### config.mk
export PLATFORM = sky130hd
export DESIGN_NAME = spi_shift_engine
export DESIGN_NICKNAME = d
export VERILOG_FILES = /design/src/rtl/spi_pkg.sv /design/src/rtl/spi_bit_counter.sv /design/src/rtl/spi_shift_engine.sv
export SDC_FILE = /design/constraint.sdc
export NUM_CORES = 1
export LEC_CHECK = 0
export ABC_AREA = 1
export ABC_CLOCK_PERIOD_IN_PS = 2810
export CAP_MARGIN = 20
export CORE_UTILIZATION = 52
export CTS_CLUSTER_SIZE = 25
export DETAILED_ROUTE_END_ITERATION = 12
export GPL_ROUTABILITY_DRIVEN = 0
export PLACE_DENSITY = 0.87
export SYNTH_ARGS = -nofsm -noshare
export SYNTH_HDL_FRONTEND = slang
export SYNTH_SLANG_ARGS = --single-unit
### constraint.sdc
create_clock -name clk_i -period 2.81 [get_ports clk_i]
set_input_delay 0.4215 -clock clk_i [delete_from_list [all_inputs] [get_ports clk_i]]
set_output_delay 0.4215 -clock clk_i [all_outputs]
set_load 0.01 [all_outputs]
### src/rtl/spi_pkg.sv
// Shared constants for the SPI shift engine: state/bit-order encodings, default width, counter sizing.
package spi_pkg;

  localparam int SPI_DATA_LEN = 8;

  typedef enum logic {
    SPI_IDLE  = 1'b0,
    SPI_SHIFT = 1'b1
  } spi_state_e;

  localparam logic SPI_LSB_FIRST = 1'b0;
  localparam logic SPI_MSB_FIRST = 1'b1;

  // Wide enough to hold the value DATA_LEN itself, not just DATA_LEN-1.
  function automatic int spi_cnt_w(input int len);
    return $clog2(len + 1);
  endfunction

endpackage

### src/rtl/spi_bit_counter.sv
// Frame bit counter: clear, count on enable, flag the strobe that completes the frame.
module spi_bit_counter #(
  parameter int CNT_W = 4
) (
  input  logic             clk_i,
  input  logic             rst_ni,
  input  logic             clr_i,
  input  logic             en_i,
  input  logic [CNT_W-1:0] len_i,
  output logic [CNT_W-1:0] cnt_o,
  output logic             last_o
);

  logic [CNT_W-1:0] cnt_q, cnt_d;

  always_comb begin
    cnt_d = cnt_q;
    if (clr_i) begin
      cnt_d = '0;
    end else if (en_i) begin
      cnt_d = cnt_q + CNT_W'(1);
    end
  end

  always_ff @(posedge clk_i or negedge rst_ni) begin
    if (!rst_ni) begin
      cnt_q <= '0;
    end else begin
      cnt_q <= cnt_d;
    end
  end

  assign cnt_o  = cnt_q;
  assign last_o = (cnt_q == len_i - CNT_W'(1));

endmodule

### src/rtl/spi_shift_engine.sv
// SPI serialiser/deserialiser with configurable frame length and bit order.
// Optional internal loopback (serial_out fed back as receive bit) under SPI_SHIFT_LOOPBACK_EN.
module spi_shift_engine
  import spi_pkg::*;
#(
  parameter int DATA_LEN = SPI_DATA_LEN,
  parameter int CNT_W    = spi_cnt_w(DATA_LEN)
) (
  input  logic                clk_i,
  input  logic                rst_ni,
  input  logic                load_i,
  input  logic [DATA_LEN-1:0] tx_data_i,
  input  logic [CNT_W-1:0]    frame_len_i,
  input  logic                msb_first_i,
  input  logic                shift_en_i,
  input  logic                abort_i,
`ifdef SPI_SHIFT_LOOPBACK_EN
  input  logic                loopback_i,
`endif
  input  logic                serial_in_i,
  output logic                serial_out_o,
  output logic [DATA_LEN-1:0] rx_data_o,
  output logic                busy_o,
  output logic                done_o,
  output logic [CNT_W-1:0]    bit_cnt_o
);

  spi_state_e          state_q, state_d;
  logic [DATA_LEN-1:0] sreg_q, sreg_d;
  logic [DATA_LEN-1:0] rx_q, rx_d;
  logic                done_q, done_d;
  logic [CNT_W-1:0]    len_q, len_d;
  logic                msb_q, msb_d;

  logic [CNT_W-1:0]    eff_len, top_idx;
  logic [DATA_LEN-1:0] len_mask, shifted;
  logic                msb_bit, rx_bit;
  logic                cnt_clr, cnt_en, cnt_last;

  // 0 and oversize lengths both mean a full-width frame.
  assign eff_len = (frame_len_i == '0 || frame_len_i > CNT_W'(DATA_LEN))
                   ? CNT_W'(DATA_LEN) : frame_len_i;
  assign top_idx  = len_q - CNT_W'(1);
  assign len_mask = ~({DATA_LEN{1'b1}} << len_q);

  always_comb begin
    msb_bit = 1'b0;
    for (int i = 0; i < DATA_LEN; i++) begin
      if (CNT_W'(i) == top_idx) msb_bit = sreg_q[i];
    end
  end

  assign serial_out_o = (msb_q == SPI_MSB_FIRST) ? msb_bit : sreg_q[0];

`ifdef SPI_SHIFT_LOOPBACK_EN
  assign rx_bit = loopback_i ? serial_out_o : serial_in_i;
`else
  assign rx_bit = serial_in_i;
`endif

  always_comb begin
    if (msb_q == SPI_MSB_FIRST) begin
      shifted = ((sreg_q << 1) | {{(DATA_LEN-1){1'b0}}, rx_bit}) & len_mask;
    end else begin
      shifted = (sreg_q >> 1) | ({{(DATA_LEN-1){1'b0}}, rx_bit} << top_idx);
    end
  end

  always_comb begin
    state_d = state_q;
    sreg_d  = sreg_q;
    rx_d    = rx_q;
    done_d  = 1'b0;
    len_d   = len_q;
    msb_d   = msb_q;
    cnt_clr = 1'b0;
    cnt_en  = 1'b0;
    case (state_q)
      SPI_IDLE: begin
        if (load_i) begin
          state_d = SPI_SHIFT;
          sreg_d  = tx_data_i & ~({DATA_LEN{1'b1}} << eff_len);
          len_d   = eff_len;
          msb_d   = msb_first_i;
          cnt_clr = 1'b1;
        end
      end
      SPI_SHIFT: begin
        // Abort wins over a coincident strobe.
        if (abort_i) begin
          state_d = SPI_IDLE;
          cnt_clr = 1'b1;
        end else if (shift_en_i) begin
          sreg_d = shifted;
          cnt_en = 1'b1;
          if (cnt_last) begin
            state_d = SPI_IDLE;
            rx_d    = shifted;
            done_d  = 1'b1;
          end
        end
      end
      default: state_d = SPI_IDLE;
    endcase
  end

  always_ff @(posedge clk_i or negedge rst_ni) begin
    if (!rst_ni) begin
      state_q <= SPI_IDLE;
      sreg_q  <= '0;
      rx_q    <= '0;
      done_q  <= 1'b0;
      len_q   <= CNT_W'(DATA_LEN);
      msb_q   <= SPI_LSB_FIRST;
    end else begin
      state_q <= state_d;
      sreg_q  <= sreg_d;
      rx_q    <= rx_d;
      done_q  <= done_d;
      len_q   <= len_d;
      msb_q   <= msb_d;
    end
  end

  spi_bit_counter #(
    .CNT_W (CNT_W)
  ) u_bit_counter (
    .clk_i  (clk_i),
    .rst_ni (rst_ni),
    .clr_i  (cnt_clr),
    .en_i   (cnt_en),
    .len_i  (len_q),
    .cnt_o  (bit_cnt_o),
    .last_o (cnt_last)
  );

  assign rx_data_o = rx_q;
  assign busy_o    = (state_q == SPI_SHIFT);
  assign done_o    = done_q;

endmodule

==> results of run 1 <==
## worst max path at each step
stage | start | end | cells past startpoint
global placement | len_q[1] | serial_out_o | 9
finish | len_q[0] | serial_out_o | 11
floorplan | len_q[0] | serial_out_o | 9
global route | len_q[0] | serial_out_o | 11
CTS | len_q[0] | serial_out_o | 8
detailed placement | len_q[1] | serial_out_o | 11
## state kept, by name, summed over array words and instances, names as in the netlist
register	flops
busy_o	1
len_q	4
sreg_q	8
rx_data_o	8
msb_q	1
done_o	1
u_bit_counter.cnt_o	4
## cells by family after synthesis
group	synth area share, %
compound gates	14.4
fa+ha+maj	4.87
xor+xnor	0.905
flops	37.6
simple gates	34.5
buf+inv	7.65
## layer usage
metal	GRT usage (%)	vias to the layer above	routed length (um)
li1	-	890	-
met1	33.1	815	1860
met2	47.1	82	2240
met3	4.90	13	307
met4	7.14	0	87
met5	0	-	0
## final cells by class
class / count / area [um^2] / share of cell area [%]
Tap cell: 44 / 55.1 / 2.46
Timing Repair Buffer: 37 / 363 / 16.2
Clock inverter: 1 / 7.51 / 0.336
Inverter: 24 / 92.6 / 4.14
Multi-Input combinational cell: 200 / 1020 / 45.5
Sequential cell: 27 / 678 / 30.3
Clock buffer: 3 / 22.5 / 1.01
## critical path, cell delays in order, from the launching register on
cell,delay [ps]
dfrtp_1,390
inv_2,90
ha_4,180
ha_4,310
inv_2,60
a21oi_1,100
o21ai_0,110
o21ai_0,110
nand2_1,70
nand2_1,60
nand2_1,50
dlymetal6s2s_1,160
## placed cells by master, fill, tap and decap left out, types with 2 or more instances in the layout
master and instances:
nand2_2 2, inv_2 7, buf_4 4, ha_1 4, nand2_1 104, clkbuf_4 3, clkdlybuf4s50_1 32, inv_1 16
a21oi_1 14, o21ai_0 23, dfrtp_1 25, nand3_2 2, nor2_1 20, nor2_2 2, nand3_1 9, o21ai_2 5
nor2_4 3, ha_4 2
## power by group
part | internal [W] | switching (W) | leakage (nW)
Clock | 0.0000549 | 0.000127 | 0.0139
Combinational | 0.000322 | 0.000437 | 0.724
Sequential | 0.000490 | 0.000113 | 0.350
Total | 0.000867 | 0.000677 | 1.09
## what timing repair did
item	CTS	global route
endpoints found under the setup margin	1	1
pin swaps	0	1
buffers inserted	1	1
hold buffers	0	0
resized for setup	3	8
## metrics by stage
stage,utilization (%),setup slack (ps),cells,hold slack [ps],cell area (um^2)
4_1_cts,69.3,29.5,335,438,2200
6_report,70.4,341,336,423,2240
2_1_floorplan,-,766,256,126,1800
3_5_place_dp,67.8,192,330,469,2150
3_3_place_gp,67.8,264,330,461,2150
5_1_grt,70.4,171,336,464,2240
==> qor.txt, run 1 <==
vias in the first global route: 1567
post-synthesis cell type count: 28
Worst setup EP type: primary output
Main synth FF type: dfrtp_1
die height: 60.8 um
Max-cap violations: 0
RSZ-0062 raised after global routing: false
WL/cell: 13.4 um
Syn Std Cell Area: 1800 um^2
root buf cell: clkbuf_4
deepest level of the CTS H-tree: 1
P_leak: 1.09 nW
total core area: 3180 um^2
worst vdd ir: 0.383 mV
Initial Util: 56.6%
final setup violation count: 0
HPWL Detailed: 3.41 mm
Vias/cell: 5.36
DRT Wirelength: 4.49 mm
initial antenna violation count: 0
critical path class: register to primary output
f_max: 405 MHz
total grt overflow: 0
cell with the most instances after synthesis: nand2_1
P per Cell Area: 690 nW/um^2
Hold Path Class: primary input to async pin
pin count of the biggest net entering global routing: 28
CTS max path bufs: 2
Seq/Total Area, Yosys: 37.6%
layout cells sized above 1: 13.4%
min cycle time layout: 2470 ps
top cell type's share of synthesized area: 36.2%
DR vias: 1800
io pins: 34
Post-synth EDFFs: 0
CTS sink count: 27
P&R area growth vs syn: 24.4%
Worst EP arrival: 2050 ps
Max Slew Vio Count: 0
Fillers: 280
1st-iter DRT viols: 162
drt pass-1 iters: 5
syn_area_per_cell: 7.02 um^2
Synth Register Bits: 27
ant diodes: 0
# port buffers: 33
Die X-Extent: 60.8 um
Worst setup SP type: register
Yosys top cell by area: dfrtp_1
status: complete, no violations
Post-synth top cells: nand2_1, dfrtp_1, o21ai_0, nor2_1, inv_1
DRC violations left: 0
full die area: 3700 um^2
row count: 20
Synthesized Nets: 282
number of routed nets with antenna violations: 0
total power: 0.00154 W
CTS tree: built
Syn Inst Count: 256
Synthesis Warnings: 0
clock-pin slew on the worst setup and hold paths: 150 ps
Reg2Reg Capture Point: rx_data_o[3]
Reg2Reg Depth: 9
Max FO, Critical Path: 8
Final Hold Viols: 0
clock latency on the worst-skew pair: 350 ps
period utilization: 87.9%
total track usage: 26.6%
Clock Skew: 4.38 ps
Fin Setup TNS: 0 ps
FF-to-FF setup slack: 790 ps
Worst Tran Pin Value: 376 ps
CP required: 2390 ps
CTS buffer count: 3
fin nets: 319
Async SR Flop Fraction: 100%
Worst slew margin: 74.7%
Synth area leaders: dfrtp_1, nand2_1, o21ai_0, ha_1, nor2_1
first-pass GRT wire length: 7.13 mm
start of the worst register-to-register path: len_q[0]
No activity file was read; power rests on OpenSTA's default activity.
==> run 2: changes to the inputs <==
CORE_UTILIZATION = 63   (was 52)
DONT_BUFFER_PORTS = 1   (was default)
PLACE_DENSITY = 0.86   (was 0.87)
==> run 2 against run 1 <==
  * Setup slack got worse by 130 ps
  * Sequential power increased by 5.1%
  * Final cell count is 14% lower
  * Worst hold slack got worse by 210 ps
  * Sequential share of layout area rose by 6.3 points
  * First-iteration DRC count is 41% lower
  * Combinational power is 28% lower
  * Critical path depth fell by 1
  * Critical path type unchanged
==> qor.txt, run 2 (same netlist as run 1, synthesis figures left out) <==
hold slack: 210 ps (-214 ps)
Final Hold Viols: 0 (unchanged)
Clock Skew: 4.81 ps (+0.431 ps)
first-pass GRT wire length: 6.61 mm (-7.3%)
WL/cell: 13.7 um (+2.4%)
drt pass-1 iters: 5 (unchanged)
critical path class: register to primary output
start of the worst register-to-register path: len_q[1]
CTS sink count: 27 (unchanged)
DRC violations left: 0 (unchanged)
Worst Hold Depth: 2
Reg2Reg Depth: 9 (unchanged)
worst setup path start: len_q[1]
Worst setup SP type: register
placed insts: 282 (-15%)
total grt overflow: 0 (unchanged)
Worst Tran Pin Value: 480 ps (+104 ps)
Worst EP arrival: 2180 ps (+130 ps)
crit path to: serial_out_o
DRT Wirelength: 3.94 mm (-12%)
CP required: 2390 ps (about the same)
P per Cell Area: 729 nW/um^2 (+5.6%)
Max FO, Critical Path: 8 (unchanged)
clock latency on the worst-skew pair: 330 ps (-20 ps)
f_max: 384 MHz (-5.1%)
vias in the first global route: 1474 (-5.9%)
1st-iter DRT viols: 96 (-41%)
most frequent cells in the layout: nand2_1, dfrtp_1, o21ai_0, nor2_1, inv_1
Reg2Reg Capture Point: rx_data_o[4]
status: complete, no violations
Fillers: 233 (-17%)
total core area: 2730 um^2 (-14%)
design area: 1850 um^2 (-17%)
die height: 55.4 um (-8.8%)
P_leak: 0.947 nW (-13%)
final setup violation count: 0 (unchanged)
row count: 19 (-5.0%)
HPWL Detailed: 3.06 mm (-10%)
initial antenna violation count: 0 (unchanged)
fin nets: 284 (-11%)
RSZ-0062 raised after global routing: false
worst vdd ir: 0.578 mV (+51%)
clock-pin slew on the worst setup and hold paths: 140 ps (about the same)
root buf cell: clkbuf_4
io pins: 34 (unchanged)
commonest non-fill, non-tap cell in the layout: nand2_1
CTS max path bufs: 2 (unchanged)
Vias/cell: 5.74 (+7.1%)
Worst slew margin: 68.0% (-6.7 points)
Post-Layout Cell Count: 288 (-14%)
layout cells sized above 1: 11.3% (-2.1 points)
Max-cap violations: 0 (unchanged)
pin count of the biggest net entering global routing: 28 (unchanged)
Max Slew Vio Count: 0 (unchanged)
FF-to-FF setup slack: 580 ps (-210 ps)
Worst setup EP type: primary output
Initial Util: 65.8% (+9.2 points)
full die area: 3070 um^2 (-17%)
Hold Path Class: primary input to register
Die X-Extent: 55.4 um (-8.8%)
total cell area at the placement stage: 1790 um^2 (-17%)
total track usage: 27.6% (+1.0 points)
ant diodes: 0 (unchanged)
CTS buffer count: 3 (unchanged)
number of routed nets with antenna violations: 0 (unchanged)
P&R area growth vs syn: 3.06%
CTS tree: built
period utilization: 92.6% (+4.7 points)
DR vias: 1652 (-8.2%)
min cycle time layout: 2600 ps (+133 ps)
deepest level of the CTS H-tree: 1 (unchanged)
# port buffers: 0 (-100%)
Fin Setup TNS: 0 ps (unchanged)
==> run 2: cell count changes in the layout (fill, tap and decap cells not counted), sizes merged <==
cell / before / now
buf: 4 / 1
dlygate4sd3: 0 / 1
dlymetal6s2s: 1 / 0
clkdlybuf4s50: 32 / 0
==> run 2: how the worst min path moves through the flow <==
stage | from | end
global placement | rst_ni | u_bit_counter.cnt_o[1]
finish | msb_first_i | msb_q
detailed placement | rst_ni | u_bit_counter.cnt_o[1]
CTS | msb_first_i | msb_q
floorplan | rst_ni | busy_o
global route | msb_first_i | msb_q
==> run 2: what timing repair did <==
| action | CTS | global route |
|---|---|---|
| endpoints found under the hold margin | 27 | 0 |
| resized for setup | 0 | 1 |
| hold buffers | 2 | 0 |
| setup buffers | 0 | 0 |
| endpoints found under the setup margin | 0 | 1 |
==> run 2: metal layers <==
| layer | track usage (%) | vias to the layer above | part of all wire, % |
|---|---|---|---|
| met4 | 10.0 | 0 | 1.1 |
| met3 | 4.68 | 6 | 8.4 |
| met1 | 36.6 | 761 | 43 |
| li1 | - | 818 | - |
| met2 | 45.4 | 67 | 48 |
| met5 | 0 | - | 0 |
==> run 2: worst max-delay path: stages, from the launching register on <==
cell and delay (ps):
dfrtp_1 470, inv_1 120, ha_1 210, ha_1 410, inv_1 120, a21oi_1 130
o21ai_0 90, o21ai_0 80, nand2_1 70, nand2_1 60, nand2_1 90
==> run 2: power by group <==
group / internal, W / total (W) / switching [W]
registers: 0.000490 / 0.000633 / 0.000143
logic: 0.000194 / 0.000546 / 0.000352
clock network: 0.0000546 / 0.000172 / 0.000118
total: 0.000739 / 0.00135 / 0.000612
==> run 2: cell type report <==
| cell class | count | area, um^2 | area share [%] |
|---|---|---|---|
| clock buffer | 3 | 22.5 | 1.22 |
| sequential | 27 | 678 | 36.6 |
| clock inverter | 1 | 7.51 | 0.405 |
| multi-input combinational | 200 | 983 | 53.1 |
| timing repair buffer | 2 | 30.0 | 1.62 |
| tap | 31 | 38.8 | 2.09 |
| inverter | 24 | 92.6 | 5.00 |
==> run 2: stage by stage <==
step / setup slack (ps) / power (W) / util [%]
after floorplan: 766 / 0.00105 / -
after global placement: 655 / 0.00115 / 65.5
after detailed placement: 577 / 0.00116 / 65.5
after CTS: 198 / 0.00135 / 67.7
after global routing: 66.9 / 0.00146 / 67.8
final: 209 / 0.00135 / 67.8
